==> src/rtl/apb_fifo_periph.sv <==
// APB slave exposing a word FIFO through STATUS/PUSH/POP/CTRL registers at PADDR[3:2].
// Latency: action on the edge ending access cycle 1, PREADY one cycle later (3 cycles/transfer); never stalls beyond that.
module apb_fifo_periph #(
    parameter int DEPTH = 8
) (
    input  logic        PCLK,
    input  logic        PRESET,
    input  logic [31:0] PADDR,
    input  logic        PWRITE,
    input  logic        PENABLE,
    input  logic [31:0] PWDATA,
    input  logic        PSEL,
    output logic [31:0] PRDATA,
    output logic        PREADY,
    output logic        fifo_empty,
    output logic        fifo_full
);
    localparam int AW = $clog2(DEPTH);
    localparam int PW = AW + 1;

    typedef enum logic {IDLE, ACK} state_t;

    state_t          state_q, state_d;
    logic [PW-1:0]   wr_ptr_q, wr_ptr_d;
    logic [PW-1:0]   rd_ptr_q, rd_ptr_d;
    logic            ovf_q, ovf_d;
    logic            udf_q, udf_d;
    logic [31:0]     prdata_q, prdata_d;
    logic [31:0]     mem [DEPTH];
    logic            mem_we;
    logic [PW-1:0]   count;
    logic [31:0]     status;
    logic            fire;

    // Upper address bits are decoded by the master.
    logic unused_addr;
    assign unused_addr = ^{PADDR[31:4], PADDR[1:0]};

    assign count      = wr_ptr_q - rd_ptr_q;
    assign fifo_empty = (count == '0);
    assign fifo_full  = (count == PW'(DEPTH));
    assign status     = {16'h0, 8'(count), 4'h0, udf_q, ovf_q, fifo_full, fifo_empty};
    assign PREADY     = (state_q == ACK);
    assign PRDATA     = prdata_q;
    // PREADY is high for the whole ACK cycle, so a held select cannot re-trigger there.
    assign fire       = PSEL & PENABLE & ~PREADY;

    always_comb begin
        state_d  = IDLE;
        wr_ptr_d = wr_ptr_q;
        rd_ptr_d = rd_ptr_q;
        ovf_d    = ovf_q;
        udf_d    = udf_q;
        prdata_d = '0;
        mem_we   = 1'b0;
        if (state_q == IDLE && fire) begin
            state_d = ACK;
            case (PADDR[3:2])
                2'd0: if (!PWRITE) prdata_d = status;
                2'd1: if (PWRITE) begin
                    if (fifo_full) begin
                        ovf_d = 1'b1;
                    end else begin
                        mem_we   = 1'b1;
                        wr_ptr_d = wr_ptr_q + PW'(1);
                    end
                end
                2'd2: if (!PWRITE) begin
                    if (fifo_empty) begin
                        udf_d = 1'b1;
                    end else begin
                        prdata_d = mem[rd_ptr_q[AW-1:0]];
                        rd_ptr_d = rd_ptr_q + PW'(1);
                    end
                end
                default: if (PWRITE) begin
                    if (PWDATA[0]) begin
                        wr_ptr_d = '0;
                        rd_ptr_d = '0;
                    end
                    if (PWDATA[1]) begin
                        ovf_d = 1'b0;
                        udf_d = 1'b0;
                    end
                end
            endcase
        end
    end

    always_ff @(posedge PCLK or negedge PRESET) begin
        if (!PRESET) begin
            state_q  <= IDLE;
            wr_ptr_q <= '0;
            rd_ptr_q <= '0;
            ovf_q    <= 1'b0;
            udf_q    <= 1'b0;
            prdata_q <= '0;
        end else begin
            state_q  <= state_d;
            wr_ptr_q <= wr_ptr_d;
            rd_ptr_q <= rd_ptr_d;
            ovf_q    <= ovf_d;
            udf_q    <= udf_d;
            prdata_q <= prdata_d;
        end
    end

    // Storage has no reset; pointers alone define validity.
    always_ff @(posedge PCLK) begin
        if (mem_we) mem[wr_ptr_q[AW-1:0]] <= PWDATA;
    end
endmodule

==> config.mk <==
export PLATFORM = sky130hd
export DESIGN_NAME = apb_fifo_periph
export DESIGN_NICKNAME = d
export VERILOG_FILES = /design/src/rtl/apb_fifo_periph.sv
export SDC_FILE = /design/constraint.sdc
export NUM_CORES = 1
export LEC_CHECK = 0
export CAP_MARGIN = 10
export CORE_ASPECT_RATIO = 2
export CORE_MARGIN = 5
export CORE_UTILIZATION = 25
export CTS_CLUSTER_SIZE = 40
export DETAILED_ROUTE_END_ITERATION = 10
export PLACE_DENSITY = 0.46
export SYNTH_ARGS = -nofsm -noshare
export SYNTH_HDL_FRONTEND = slang
export SYNTH_SLANG_ARGS = --single-unit
==> constraint.sdc <==
create_clock -name PCLK -period 9.44 [get_ports PCLK]
set_input_delay 1.888 -clock PCLK [delete_from_list [all_inputs] [get_ports PCLK]]
set_output_delay 1.888 -clock PCLK [all_outputs]
set_load 0.05 [all_outputs]
==> run metrics, run 1 <==
most frequent cells in the layout=edfxtp_1 (256), clkdlybuf4s50_1 (72), nand2_1 (68); Max VDD drop=121.5 uV; Max Freq=0.1702 GHz; DRC viols=0; Pwr Density=232.8 nW/um2; min-delay worst type=reg2reg; CTS tree=yes; drt pass-1 iters=4; Final Hold Vio Count=0; Post-layout nets=752; total CTS buffers=27; final setup vio count=0; DP Area=13000 um2; Min Clock Period, post-route=5.875 ns; Design Area, Final=13980 um2; total power=3.254 mW; final design utilization=30.50%; RSZ-0062 raised after global routing=false; fill count=4459; kind of critical path=reg2out; cts-stage hold buffer count=0; total track usage=10.71%; Vias=5700; kind of end point of the critical path=output pin; H-tree depth=1; Lkg Pwr=4.513 nW; clk sink count=299; setup bufs post-CTS=0; Core Region=45830 um2; commonest non-fill, non-tap cell in the layout=edfxtp_1; first-pass GRT wire length=40970 um; Synthesized Nets=667; RD Place Congestion=0.7126; Post-Syn Area=11560 um2; Synth Warn #=0; vias in the first global route=6374; Routed WL=26980 um; Skew-Pair Late Insertion Delay=0.53 ns; count of state elements after synthesis=299; Slew @ Worst Pin=1.039 ns; status=finished clean; clock slew at reported path FFs=0.07 ns; crit share post-route=62.23%; Unique masters post-synth=45; wire per inst=21.39 um; clk buf depth=3; Clock Root Buffer=clkbuf_16; Area Growth Syn to Fin=20.92%; max_slew headroom=30.75%; FFs w/ async S/R, synth=14.38%; initial DRC count=289; hold slack=0.5176 ns; pin count of the biggest net entering global routing=67; post-DR vias/cell=4.520; die width=162.1 um; final slew viol count=0; Max Clock Skew=0.01474 ns; PortBufs=73; setup total negative slack=0 ns; Die ar.=50900 um2; fraction of layout cells with a size suffix above 1=22.84%; hpwl dp=15080 um; syn_area_per_cell=19.53 um2; grt ovf=0; crit start category=flip-flop; CP max FO=32; sequential fraction of the synthesis area=75.81%; die height=314.1 um; Cells after Synth=592; # IOs=104; Worst EP required=7.55 ns; ANT nets after route=0; ant diodes=0; post_cts resized=0; crit path DAT=3.99 ns; ys flop type=edfxtp_1; max_cap viols=0; initial antenna violation count=0; initial core utilization=25.22%; Post-synth EDFFs=256; cell row count=111
==> cell usage after synthesis (2+ instances only) <==
master	count	area, um2
o21a_1	2	15.01
buf_6	2	22.52
and2_1	4	25.02
nand3b_1	2	15.01
a21o_1	2	15.01
edfxtp_1	256	7687
a21oi_1	14	70.07
o21ai_0	3	15.01
buf_4	4	30.03
a211o_1	4	35.03
o31ai_1	3	22.52
nor2_1	12	45.04
dfrtp_1	43	1076
nand2b_1	2	12.51
mux4_2	64	1441
or3_1	3	18.77
o211ai_1	3	22.52
clkbuf_1	16	60.06
inv_1	5	18.77
ha_1	5	62.56
buf_2	8	40.04
mux2i_1	8	80.08
xnor2_1	2	17.52
nand3_1	10	50.05
nor3_1	6	30.03
and3_1	3	18.77
a21oi_2	21	183.9
nand2_1	68	255.2
==> critical path, cell delays in order (launching register included) <==
cell,delay (ns)
dfrtp_4,0.85
ha_1,0.28
inv_1,0.05
fa_1,0.37
xnor2_1,0.22
nand3_1,0.14
a21oi_2,0.60
clkdlybuf4s50_1,0.95
==> kinds of logic after synthesis <==
group / Yosys count / share of synthesized area, %
simple gates: 117 / 4.817
xor+xnor: 3 / 0.2273
fa+ha+maj: 6 / 0.7144
buf+inv: 37 / 1.548
mux: 72 / 13.16
flops: 299 / 75.81
compound gates: 58 / 3.723
==> final timing paths <==
kind	endpoint	slack [ns]	start	cells after the start
setup / recovery	fifo_empty	3.57	rd_ptr_q[0]	7
min in group asynchronous	PRDATA[4]	1.47	PRESET	2
hold reg to reg	udf_q	0.52	udf_q	1
hold / removal	udf_q	0.52	udf_q	1
max in group asynchronous	rd_ptr_q[0]	7.45	PRESET	2
setup reg to reg	rd_ptr_q[2]	5.43	rd_ptr_q[0]	9
==> routing by layer <==
metal / up-vias / part of all wire (%) / track usage, %
met5: - / 0 / 0
met4: 0 / 1.5 / 2.540
met1: 3062 / 39 / 12.36
li1: 2513 / - / -
met3: 20 / 3.7 / 1.769
met2: 105 / 55 / 20.44
==> sequential cells by signal, indices dropped and copies added (netlist names) <==
register and flops:
udf_q 1, PREADY 1, wr_ptr_q 4, mem 256
ovf_q 1, rd_ptr_q 4, PRDATA 32
==> where the power goes <==
group          internal (mW)  leakage (nW)  switching, mW
logic                  0.234          1.15          0.317
clock network          0.740         0.479          0.470
registers               1.45          2.89         0.0407
total                   2.43          4.51          0.827
==> area by class of cell <==
type | instances | area (um2) | area share, %
repair buffers | 87 | 830.8 | 5.943
clock buffers | 34 | 732.0 | 5.236
multi-input cells | 256 | 2666 | 19.07
flip-flops and latches | 299 | 8770 | 62.74
well taps | 565 | 706.9 | 5.057
inverters | 6 | 22.52 | 0.1611
clock inverters | 14 | 250.2 | 1.790
==> through the flow <==
step / setup WS (ns) / cells
detailed placement: 4.055 / 1213
floorplan: 4.042 / 592
CTS: 3.474 / 1261
global placement: 4.058 / 1213
finish: 3.565 / 1261
global route: 3.270 / 1261
Power figures use the tool's default switching activity.
==> run 2: changes to the inputs <==
- clock period: 9.44 -> 5.9 ns (I/O delays scaled with it)
==> run 2 against run 1 <==
  * Combinational power increased by 68%
  * Die area unchanged
  * Critical endpoint is now fifo_full
  * First-iteration DRC count increased by 7.3%
  * Total power increased by 57%
  * Via count decreased by 0.82%
  * Register-to-register slack got worse by 3.3 ns
  * Flip-flop and latch count unchanged
  * Critical path depth increased by 1
==> run metrics, run 2 (synthesis gave the netlist of run 1 again) <==
hpwl dp=15220 um (was 15080 um); Clock Root Buffer=clkbuf_16 (unchanged); Core Region=45830 um2 (unchanged); cts-stage hold buffer count=0 (unchanged); Vias=5653 (was 5700); post-DR vias/cell=4.469 (was 4.520); kind of end point of the critical path=output pin (unchanged); Max Clock Skew=0.01603 ns (was 0.01474 ns); CP Capture Point=fifo_full (was fifo_empty); CTS tree=yes (unchanged); worst r2r src=wr_ptr_q[0] (was rd_ptr_q[0]); total track usage=10.64% (was 10.71%); cell row count=111 (unchanged); crit start category=flip-flop (unchanged); Routed WL=27070 um (was 26980 um); Non-Filler Instances=1265 (was 1261); H-tree depth=1 (unchanged); setup bufs post-CTS=0 (unchanged); Worst EP required=4.72 ns (was 7.55 ns); hold slack=0.5012 ns (was 0.5176 ns); total CTS buffers=27 (unchanged); clk sink count=299 (unchanged); grt ovf=0 (unchanged); crit share post-route=82.01%; Min Clock Period, post-route=4.838 ns; Critical Path Start=wr_ptr_q[0] (was rd_ptr_q[0]); Pwr Density=366.9 nW/um2 (was 232.8 nW/um2); die height=314.1 um (unchanged); Max VDD drop=196.4 uV (was 121.5 uV); Placed Cells incl. Taps=1215 (was 1213); first-pass GRT wire length=40610 um (was 40970 um); reg-to-reg setup timing slack=2.15 ns (was 5.43 ns); Skew-Pair Late Insertion Delay=0.55 ns (was 0.53 ns); fraction of layout cells with a size suffix above 1=23.14% (was 22.84%); RSZ-0062 raised after global routing=false (unchanged); status=finished clean (unchanged); CP max FO=12 (was 32); Max Freq=0.2067 GHz; initial antenna violation count=2 (was 0); pin count of the biggest net entering global routing=67 (unchanged); final slew viol count=0 (unchanged); ANT nets after route=0 (unchanged); Area Growth Syn to Fin=20.60% (was 20.92%); initial DRC count=310 (was 289); setup total negative slack=0 ns (unchanged); final setup vio count=0 (unchanged); die width=162.1 um (unchanged); commonest non-fill, non-tap cell in the layout=edfxtp_1 (unchanged); max_slew headroom=29.38% (was 30.75%); Reg-to-Reg End=mem[5][29] (was rd_ptr_q[2]); wire per inst=21.40 um (was 21.39 um); Final Hold Vio Count=0 (unchanged); Lkg Pwr=4.488 nW (was 4.513 nW); RD Place Congestion=0.7404 (was 0.7126); DRC viols=0 (unchanged); kind of critical path=reg2out (unchanged); crit path DAT=3.66 ns (was 3.99 ns); ant diodes=0 (unchanged); post_cts resized=0 (unchanged); clock slew at reported path FFs=0.06 ns (was 0.07 ns); Slew @ Worst Pin=1.059 ns (was 1.039 ns); min-delay worst type=reg2reg (unchanged); max_cap viols=0 (unchanged); Worst R2R Path Depth=10 (was 9); max reg flops=256 (unchanged); vias in the first global route=6344 (was 6374); Die ar.=50900 um2 (unchanged); PortBufs=73 (unchanged); initial core utilization=25.22% (unchanged); # IOs=104 (unchanged); Post-layout nets=754 (was 752); clk buf depth=3 (unchanged); most frequent cells in the layout=edfxtp_1 (256), clkdlybuf4s50_1 (72), nand2_1 (68) (unchanged); drt pass-1 iters=4 (unchanged)
==> run 2: cell types whose count changed in the layout (fill, tap and decap cells not counted) <==
cell	before	now
buf_4	14	16
bufinv_16	7	4
clkbuf_1	4	1
clkinv_1	1	4
clkinvlp_4	1	5
dfrtp_1	40	41
dfrtp_2	2	1
inv_6	0	1
==> run 2: worst max-delay path: stages (launching register included) <==
cell and delay, ns:
dfrtp_1 0.50, inv_1 0.14, ha_1 0.18, inv_1 0.05, fa_1 0.37, xnor2_1 0.23, nand3_1 0.14, and3b_1 0.58
clkdlybuf4s50_1 0.92
==> run 2: final cells by class <==
| class | instances | area (um2) |
|---|---|---|
| Clock buffer | 31 | 720.7 |
| Fill cell | 4493 | 31890 |
| Clock inverter | 19 | 210.2 |
| Tap cell | 565 | 706.9 |
| Inverter | 6 | 22.52 |
| Sequential cell | 299 | 8768 |
| Multi-Input combinational cell | 256 | 2666 |
| Timing Repair Buffer | 89 | 845.8 |
==> run 2: layer usage <==
metal	up-vias	track usage [%]	share of wire, %
li1	2524	-	-
met1	2994	11.71	38
met2	100	20.68	57
met3	33	1.559	3.5
met4	2	3.387	2.3
met5	-	0	0.048
==> run 2: metrics by stage <==
step	setup WS [ns]	total power [mW]	util, %	instance area [um2]
after detailed placement	1.585	3.364	28.39	13010
after global placement	1.620	3.361	28.39	13010
after CTS	1.004	5.212	30.42	13940
final	1.062	5.115	30.42	13940
after floorplan	0.7016	3.064	-	11560
after global routing	0.8561	5.357	30.42	13940
==> run 2: report_power, final <==
| part | internal [mW] | total (mW) | switching (mW) | leakage [nW] |
|---|---|---|---|---|
| Combinational | 0.382 | 0.927 | 0.545 | 1.16 |
| Sequential | 2.33 | 2.36 | 0.0336 | 2.89 |
| Clock | 1.05 | 1.83 | 0.774 | 0.443 |
| Total | 3.76 | 5.12 | 1.35 | 4.49 |
==> run 2: how the worst min path moves through the flow <==
stage	start	end	slack (ns)	depth (start not counted)
3_3_place_gp	udf_q	udf_q	0.48	1
3_5_place_dp	udf_q	udf_q	0.48	1
2_1_floorplan	udf_q	udf_q	0.47	1
5_1_grt	udf_q	udf_q	0.53	1
6_report	udf_q	udf_q	0.50	1
4_1_cts	udf_q	udf_q	0.50	1
